## config.mk

```make
export PLATFORM = sky130hd
export DESIGN_NAME = resource_dispenser_flat
export DESIGN_NICKNAME = d
export VERILOG_FILES = /design/src/rtl/resource_dispenser_if.sv /design/src/rtl/resource_dispenser.sv /design/src/flat_wrapper.sv
export SDC_FILE = /design/constraint.sdc
export NUM_CORES = 1
export LEC_CHECK = 0
export CAP_MARGIN = 20
export CORE_UTILIZATION = 50
export DETAILED_ROUTE_END_ITERATION = 16
export PLACE_DENSITY = 0.89
export SLEW_MARGIN = 0
export SYNTH_ARGS = -nofsm -noshare
export SYNTH_HDL_FRONTEND = slang
export SYNTH_SLANG_ARGS = --single-unit
```

## constraint.sdc

```tcl
create_clock -name clk -period 7.2 [get_ports clk]
set_input_delay 2.16 -clock clk [delete_from_list [all_inputs] [get_ports clk]]
set_output_delay 2.16 -clock clk [all_outputs]
set_load 0.01 [all_outputs]
```

## src/rtl/resource_dispenser_if.sv

```systemverilog
// resource_dispenser_if: load, request/response handshake and pool-level signals for resource_dispenser
interface resource_dispenser_if #(
  parameter int ENERGY_W = 8,
  parameter int TRACER_W = 6,
  parameter int FLUID_W  = 4
);
  logic                load_en;
  logic [ENERGY_W-1:0] load_energy;
  logic [TRACER_W-1:0] load_tracer;
  logic [FLUID_W-1:0]  load_fluid;
  logic                req_valid;
  logic                req_ready;
  logic [1:0]          req_type;
  logic [7:0]          req_amount;
  logic                rsp_valid;
  logic                rsp_ready;
  logic                rsp_grant;
  logic [7:0]          rsp_remaining;
  logic [ENERGY_W-1:0] energy_lvl;
  logic [TRACER_W-1:0] tracer_lvl;
  logic [FLUID_W-1:0]  fluid_lvl;
  modport master (
    output load_en, load_energy, load_tracer, load_fluid, req_valid, req_type, req_amount, rsp_ready,
    input  req_ready, rsp_valid, rsp_grant, rsp_remaining, energy_lvl, tracer_lvl, fluid_lvl
  );
  modport slave (
    input  load_en, load_energy, load_tracer, load_fluid, req_valid, req_type, req_amount, rsp_ready,
    output req_ready, rsp_valid, rsp_grant, rsp_remaining, energy_lvl, tracer_lvl, fluid_lvl
  );
endinterface

```

## src/rtl/resource_dispenser.sv

```systemverilog
// resource_dispenser: three-pool spend arbiter (IDLE/CHECK/RESP); clk, rst_n (sync active-low), bus (slave), deny_count when DISPENSER_DENY_CNT_EN is defined
module resource_dispenser #(
  parameter int ENERGY_W = 8,
  parameter int TRACER_W = 6,
  parameter int FLUID_W  = 4
) (
  input logic clk,
  input logic rst_n,
`ifdef DISPENSER_DENY_CNT_EN
  output logic [7:0] deny_count,
`endif
  resource_dispenser_if.slave bus
);
  typedef enum logic [1:0] {IDLE, CHECK, RESP} state_t;
  state_t state_q, state_d;
  logic [ENERGY_W-1:0] energy_q, energy_d;
  logic [TRACER_W-1:0] tracer_q, tracer_d;
  logic [FLUID_W-1:0] fluid_q, fluid_d;
  logic [1:0] type_q, type_d;
  logic [7:0] amt_q, amt_d, rem_q, rem_d, sel_lvl, rem;
  logic grant_q, grant_d, fits, grant, accept, ld, chk;
  assign accept = state_q == IDLE && bus.req_valid;
  assign ld = state_q == IDLE && bus.load_en;
  assign chk = state_q == CHECK;
  // amount must not carry bits above the pool width, otherwise truncation could fake a grant
  assign fits = type_q == 2'd0 ? (32'(amt_q) >> ENERGY_W) == 32'd0 :
                type_q == 2'd1 ? (32'(amt_q) >> TRACER_W) == 32'd0 :
                type_q == 2'd2 ? (32'(amt_q) >> FLUID_W) == 32'd0 : 1'b0;
  assign sel_lvl = type_q == 2'd0 ? 8'(energy_q) :
                   type_q == 2'd1 ? 8'(tracer_q) :
                   type_q == 2'd2 ? 8'(fluid_q) : 8'd0;
  assign grant = type_q != 2'd3 && fits && amt_q <= sel_lvl;
  assign rem = grant ? sel_lvl - amt_q : sel_lvl;
  always_comb begin
    state_d = accept ? CHECK : chk ? RESP : (state_q == RESP && bus.rsp_ready) ? IDLE : state_q;
    energy_d = ld ? bus.load_energy : (chk && grant && type_q == 2'd0) ? energy_q - ENERGY_W'(amt_q) : energy_q;
    tracer_d = ld ? bus.load_tracer : (chk && grant && type_q == 2'd1) ? tracer_q - TRACER_W'(amt_q) : tracer_q;
    fluid_d = ld ? bus.load_fluid : (chk && grant && type_q == 2'd2) ? fluid_q - FLUID_W'(amt_q) : fluid_q;
    type_d = accept ? bus.req_type : type_q;
    amt_d = accept ? bus.req_amount : amt_q;
    grant_d = chk ? grant : grant_q;
    rem_d = chk ? rem : rem_q;
  end
  always_ff @(posedge clk) begin
    if (!rst_n) begin
      state_q <= IDLE;
      energy_q <= '0;
      tracer_q <= '0;
      fluid_q <= '0;
      type_q <= '0;
      amt_q <= '0;
      grant_q <= 1'b0;
      rem_q <= '0;
    end else begin
      state_q <= state_d;
      energy_q <= energy_d;
      tracer_q <= tracer_d;
      fluid_q <= fluid_d;
      type_q <= type_d;
      amt_q <= amt_d;
      grant_q <= grant_d;
      rem_q <= rem_d;
    end
  end
`ifdef DISPENSER_DENY_CNT_EN
  logic [7:0] deny_q, deny_d;
  assign deny_d = (chk && !grant && deny_q != 8'hff) ? deny_q + 8'd1 : deny_q;
  always_ff @(posedge clk) begin
    if (!rst_n) deny_q <= '0;
    else deny_q <= deny_d;
  end
  assign deny_count = deny_q;
`endif
  assign bus.req_ready = state_q == IDLE;
  assign bus.rsp_valid = state_q == RESP;
  assign bus.rsp_grant = grant_q;
  assign bus.rsp_remaining = rem_q;
  assign bus.energy_lvl = energy_q;
  assign bus.tracer_lvl = tracer_q;
  assign bus.fluid_lvl = fluid_q;
endmodule

```

## src/flat_wrapper.sv

```systemverilog
// flat-port wrapper written by rule: the top's interface ports become plain ports
module resource_dispenser_flat 
#(
  parameter int ENERGY_W = 8,
  parameter int TRACER_W = 6,
  parameter int FLUID_W  = 4
)
  (clk, rst_n, bus_load_en, bus_load_energy, bus_load_tracer, bus_load_fluid, bus_req_valid, bus_req_type, bus_req_amount, bus_rsp_ready, bus_req_ready, bus_rsp_valid, bus_rsp_grant, bus_rsp_remaining, bus_energy_lvl, bus_tracer_lvl, bus_fluid_lvl);
  resource_dispenser_if #(.ENERGY_W(ENERGY_W), .TRACER_W(TRACER_W), .FLUID_W(FLUID_W)) bus_i ();
  input logic clk;
  input logic rst_n;
  input wire logic [$bits(bus_i.load_en)-1:0] bus_load_en;
  input wire logic [$bits(bus_i.load_energy)-1:0] bus_load_energy;
  input wire logic [$bits(bus_i.load_tracer)-1:0] bus_load_tracer;
  input wire logic [$bits(bus_i.load_fluid)-1:0] bus_load_fluid;
  input wire logic [$bits(bus_i.req_valid)-1:0] bus_req_valid;
  input wire logic [$bits(bus_i.req_type)-1:0] bus_req_type;
  input wire logic [$bits(bus_i.req_amount)-1:0] bus_req_amount;
  input wire logic [$bits(bus_i.rsp_ready)-1:0] bus_rsp_ready;
  output wire logic [$bits(bus_i.req_ready)-1:0] bus_req_ready;
  output wire logic [$bits(bus_i.rsp_valid)-1:0] bus_rsp_valid;
  output wire logic [$bits(bus_i.rsp_grant)-1:0] bus_rsp_grant;
  output wire logic [$bits(bus_i.rsp_remaining)-1:0] bus_rsp_remaining;
  output wire logic [$bits(bus_i.energy_lvl)-1:0] bus_energy_lvl;
  output wire logic [$bits(bus_i.tracer_lvl)-1:0] bus_tracer_lvl;
  output wire logic [$bits(bus_i.fluid_lvl)-1:0] bus_fluid_lvl;
  assign bus_i.load_en = bus_load_en;
  assign bus_i.load_energy = bus_load_energy;
  assign bus_i.load_tracer = bus_load_tracer;
  assign bus_i.load_fluid = bus_load_fluid;
  assign bus_i.req_valid = bus_req_valid;
  assign bus_i.req_type = bus_req_type;
  assign bus_i.req_amount = bus_req_amount;
  assign bus_i.rsp_ready = bus_rsp_ready;
  assign bus_req_ready = bus_i.req_ready;
  assign bus_rsp_valid = bus_i.rsp_valid;
  assign bus_rsp_grant = bus_i.rsp_grant;
  assign bus_rsp_remaining = bus_i.rsp_remaining;
  assign bus_energy_lvl = bus_i.energy_lvl;
  assign bus_tracer_lvl = bus_i.tracer_lvl;
  assign bus_fluid_lvl = bus_i.fluid_lvl;
  resource_dispenser #(.ENERGY_W(ENERGY_W), .TRACER_W(TRACER_W), .FLUID_W(FLUID_W)) u_core (.clk(clk), .rst_n(rst_n), .bus(bus_i));
endmodule
```

* Word level (Yosys, flattened, before mapping)
Index checks and enable logic that the tools add are counted.
Word-level totals: bits in registers 39, output and inout bits 29, word-level logic and storage cells 55
Operators by class: multiplexer cells 16, eq/ne operators 5, magnitude comparators 1, bitwise logic cells 1, add/subtract/negate cells 4, reduce and logical (&&, ||, !) cells 19
Operators with widths (count):
- $logic_not 32->1 | 2
- $mux 8 | 5
- $sub 8x8->8 | 2
- $mux 4 | 3
- $mux 6 | 2
- $logic_and 1x1->1 | 9
- $le 8x8->1 | 1
- $reduce_bool 2->1 | 4
- $sub 6x6->6 | 1
- $eq 2x1->1 const B | 2
- $eq 2x2->1 const B | 2
- $logic_not 2->1 | 2
- $mux 1 | 4
- $mux 2 | 2
- $sub 4x4->4 | 1
- $reduce_bool 3->1 | 1
- $ne 2x2->1 const B | 1
- $reduce_or 2->1 | 1
- $not 1->1 | 1

* Longest topological paths before layout
depth after elaboration 10, gate-level depth with buffers 14, depth with buffers taken out 12

* Least setup slack after synthesis
Ideal clock, no wire load.
kind input-to-reg, start point in bus_load_en, end point reg u_core.fluid_q[2], in the netlist u_core.bus.fluid_lvl[2], slack 3.984 ns, data required time 7.063 ns, stages on the path 6, arrival time 3.080 ns, setup time 0.137 ns, cells stage by stage nand2_1 -> clkbuf_1 -> clkbuf_1 -> nand2_1 -> o2111ai_1 -> o21ai_0
Between the ends: cells in the longest elaborated chain, start to end 2, elaborated cells between the ends (all ways) 3, those cells by class mux (1); reduce/logical (2)
RTL lines:
- from (decl) | line flat_wrapper.sv:12 | input wire logic [$bits(bus_i.load_en)-1:0] bus_load_en;
- $logic_and 1x1->1 (*) | line resource_dispenser.sv:23 | assign ld = state_q == IDLE && bus.load_en;
- $mux 4 or $reduce_bool 2->1 (tied branches)
- to (signal assigned) | line resource_dispenser.sv:58 | fluid_q <= fluid_d;
- to (decl) | line resource_dispenser.sv:18 | logic [FLUID_W-1:0] fluid_q, fluid_d;
Every way passes the cells marked *; elsewhere a longest branch is shown, timed or not. A chain may end at the register's enable or synchronous reset.

* Final worst setup path
start point reg u_core.type_q[0], end point reg u_core.tracer_q[1], in the netlist u_core.bus.tracer_lvl[1]
Between the ends: cells in the longest elaborated chain, start to end 9, elaborated cells between the ends (all ways) 16, those cells by class order compare (1); eq/ne (3); mux (6); reduce/logical (6)
RTL lines:
- from (decl) | line resource_dispenser.sv:19 | logic [1:0] type_q, type_d;
- from (signal assigned) | line resource_dispenser.sv:59 | type_q <= type_d;
- $eq 2x2->1 | line resource_dispenser.sv:28, resource_dispenser.sv:31
- $mux 4 or $mux 1 (tied branches) | line resource_dispenser.sv:31, resource_dispenser.sv:28
- $mux 8 or $mux 1 (tied branches) | line resource_dispenser.sv:30, resource_dispenser.sv:27
- $mux 8 or $mux 1 (tied branches) | line resource_dispenser.sv:29, resource_dispenser.sv:26
- $le 8x8->1 or $logic_and 1x1->1 (tied branches) | line resource_dispenser.sv:32 | assign grant = type_q != 2'd3 && fits && amt_q <= sel_lvl;
- $logic_and 1x1->1 | line resource_dispenser.sv:32
- $logic_and 1x1->1 | line resource_dispenser.sv:37 | tracer_d = ld ? bus.load_tracer : (chk && grant && type_q == 2'd1) ? tracer_q - TRACER_W'(amt_q) : tracer_q;
- $logic_and 1x1->1 (*) | line resource_dispenser.sv:37
- $reduce_bool 2->1 (no line) (*)
- to (signal assigned) | line resource_dispenser.sv:57 | tracer_q <= tracer_d;
- to (decl) | line resource_dispenser.sv:17 | logic [TRACER_W-1:0] tracer_q, tracer_d;
Marks and branches as above.

==> flow_summary.toml <==
[setup_path]
crit_chain = "o21ai_0 -> o21ai_0 -> ha_1 -> inv_1 -> fa_1 -> nand3_1 -> a31oi_2 -> o31ai_4 -> o31ai_2 -> o2111ai_1 -> o21ai_1"
crit_slowest_cell = "dfxtp_1"
start_kind = "flop"
crit_fanout = 19
path_common_cell = "o21ai_0"
cp.required_ns = 7.35
cp_slowest_stage_delay_ns = 0.89
criticalPathCategory = "reg -> reg"
arrival_ns = 4.11
crit_buf_inv = 1
path_delay_family = "compound AO/OA/AOI/OAI gates"
crit_path_end_kind = "flop"

[synth]
synth_area_leader_cell = "dfxtp_1"
syn-num-nets = 416
synth_area_sq_um = 2894
synth.area.top_cells = "dfxtp_1 (27%), ha_1 (9.9%), nand2_1 (6.6%)"
synthTopCellsByCount = "nand2_1 (51), dfxtp_1 (39), o21ai_0 (26)"
yosysTopAreaCellShare = 0.2698
ys_ff_latch = 39
synth-edff-count = 0
ys_seq_area_frac = 0.2698
async_flop_share = 0
avgSynthCellArea_sq_um = 8.129
synth_ff_type = "dfxtp_1"
yosysMostFrequentCell = "nand2_1"
yosysUniqueCellTypes = 57
synthesis.instances = 356
yosysWarnings = 0

[power_and_ir_drop]
pwr-share-clk = 0.269
seqPwrFrac = 0.321
p_sw_frac = 0.3488
p_comb_frac = 0.410
power.switching_w = 0.0002861
leakage_nw = 1.348
powerDensity_nw_per_um2 = 225.5
ir_worst_vdd_v = 0.0001208
p_int_w = 0.0005342

[global_route]
grt_pass1_vias = 2576
grt_use_met1 = 0.3276
antenna_found_initial = 0
grt_most_used_layer = "met2"
use_met2 = 0.4088
use_met3 = 0.04651
grt_max_degree = 58
grt_pass1_wl_microns = 12130
grt-ovfl-total = 0
grt_usage = 0.2505

[die]
die_h_microns = 78.08
row_count = 27
die_area_sq_um = 6096
initial_core_util = 0.5224
io_pins = 62
dieWidth_microns = 78.08
core_sq_um = 5540

[clock_network]
cts_root_buf = "clkbuf_8"
clockBufferDepth = 2
cts_resized = 0
cts_tree = "yes"
worstSkewPairLatency_ns = 0.30
clock_sinks = 39
cts_setup_buffers = 0
cts_buffers = 5
hold_buffers = 0
htreeDepth = 2
clk_pin_slew_ns = 0.08

[routing]
drc = 0
drt_iter0_drc = 242
totalWireLength_microns = 7169
wire_per_inst_microns = 15.00
vias_per_cell = 5.887
drtAntennaViolNets = 0
drtPass1Iterations = 4
vias = 2814

[placement]
dp_hpwl_microns = 5382
port_buffers = 61
gp_congestion = 0.8574

[sta]
slew_viol_final = 0
worst_pin_slew_ns = 0.9904
finalHoldViolations = 0
relSlewSlack = 0.3381
fin_crit_sh = 0.5493
max_clock_freq_mhz = 252.8
finalSetupViolations = 0
rsz0062_at_grt = "false"
hold_ws_ns = 0.4668
skew_ns = 0.004407
min_period_ns = 3.955
fin_tns_setup_ns = 0

[outcome]
outcome = "finished, final reports clean"

[finish]
area_growth_syn_to_layout_pct = 25.68
n_antenna_cell = 0
fin_util = 0.6565
seqCellArea_sq_um = 780.7
layout-drive-gt1-share = 0.04433
fillCellCount = 477
finalNetCount = 465
multiInputGateArea_sq_um = 1937

[flow_run]
drv_cap = 0

[worst_hold_path]
hold_class = "reg -> reg"
-- worst register-to-register path, delay by kind of cell (launching register included) --
kind	cells	cell delay, ns
AOI/OAI and AO/OA	7	2.11
DFF	1	0.89
adders and majority gates	2	0.63
and+or+nand+nor	1	0.15
buffers and inverters	1	0.05
-- stage by stage --
step / instances / power [W] / instance area (sq um) / setup WS [ns]
2_1_floorplan: 356 / 0.0005053 / 2894 / 3.984
3_3_place_gp: 470 / 0.0005875 / 3501 / 3.112
3_5_place_dp: 470 / 0.0005982 / 3501 / 3.003
4_1_cts: 478 / 0.0008220 / 3637 / 3.297
5_1_grt: 478 / 0.0008717 / 3637 / 3.079
6_report: 478 / 0.0008203 / 3637 / 3.245
-- layout by cell type (no fill, tap or decap), types with 3 or more instances in the layout --
cell / instances
a21boi_0: 12
a21boi_1: 3
a21o_1: 3
a21oi_1: 16
and2_1: 4
clkbuf_8: 5
clkdlybuf4s50_1: 61
dfxtp_1: 39
fa_1: 4
ha_1: 23
inv_1: 20
mux2i_1: 12
nand2_1: 51
nand2b_1: 4
nand3_1: 15
nand3b_1: 3
nand4_1: 4
nor2_1: 12
nor2b_1: 7
nor3_1: 10
nor3b_1: 3
o2111ai_1: 8
o211ai_1: 5
o21a_1: 3
o21ai_0: 26
o21ai_1: 3
xnor2_1: 7
xor2_1: 7
-- final timing paths --
path                                                 start  depth (start not counted)                                        to  slack [ns]
setup / recovery             u_core.type_q[0]$_SDFFE_PN0P_                         11     u_core.bus.tracer_lvl[1]$_SDFFE_PN0P_        3.24
hold reg to reg   u_core.bus.rsp_remaining[0]$_SDFFE_PN0P_                          2  u_core.bus.rsp_remaining[0]$_SDFFE_PN0P_        0.47
hold / removal    u_core.bus.rsp_remaining[0]$_SDFFE_PN0P_                          2  u_core.bus.rsp_remaining[0]$_SDFFE_PN0P_        0.47
setup reg to reg             u_core.type_q[0]$_SDFFE_PN0P_                         11     u_core.bus.tracer_lvl[1]$_SDFFE_PN0P_        3.24
-- logic make-up after synthesis --
group / count (synthesis) / share of synthesized area
simple gates: 121 / 0.2054
fa+ha+maj: 27 / 0.1271
buf+inv: 40 / 0.06096
compound gates: 103 / 0.2529
mux: 12 / 0.04151
xor+xnor: 14 / 0.04237
flops: 39 / 0.2698
-- layout make-up --
class	count	area share
Multi-Input combinational cell	277	0.5325
Sequential cell	39	0.2147
Timing Repair Buffer	62	0.1699
Tap cell	72	0.02477
Inverter	20	0.02064
Clock buffer	5	0.01892
Clock inverter	3	0.01858
-- routing by layer --
layer | share of wire | vias up
li1 | - | 1381
met1 | 0.45 | 1306
met2 | 0.46 | 107
met3 | 0.057 | 20
met4 | 0.031 | 0
met5 | 0 | -
-- registers in the layout (all words and copies together) (netlist names) --
name	flops
u_core.bus.fluid_lvl	4
u_core.bus.rsp_grant	1
u_core.bus.rsp_remaining	8
u_core.type_q	2
u_core.amt_q	8
u_core.state_q	2
u_core.bus.energy_lvl	8
u_core.bus.tracer_lvl	6
-- power by group through the flow --
stage               sequential, W  clock [W]  combinational [W]
finish                   0.000263   0.000221           0.000336
global route             0.000266   0.000234           0.000371
CTS                      0.000263   0.000225           0.000334
detailed placement       0.000268          0           0.000331
global placement         0.000267          0           0.000321
floorplan                0.000266          0           0.000239
Power figures use the tool's default switching activity.
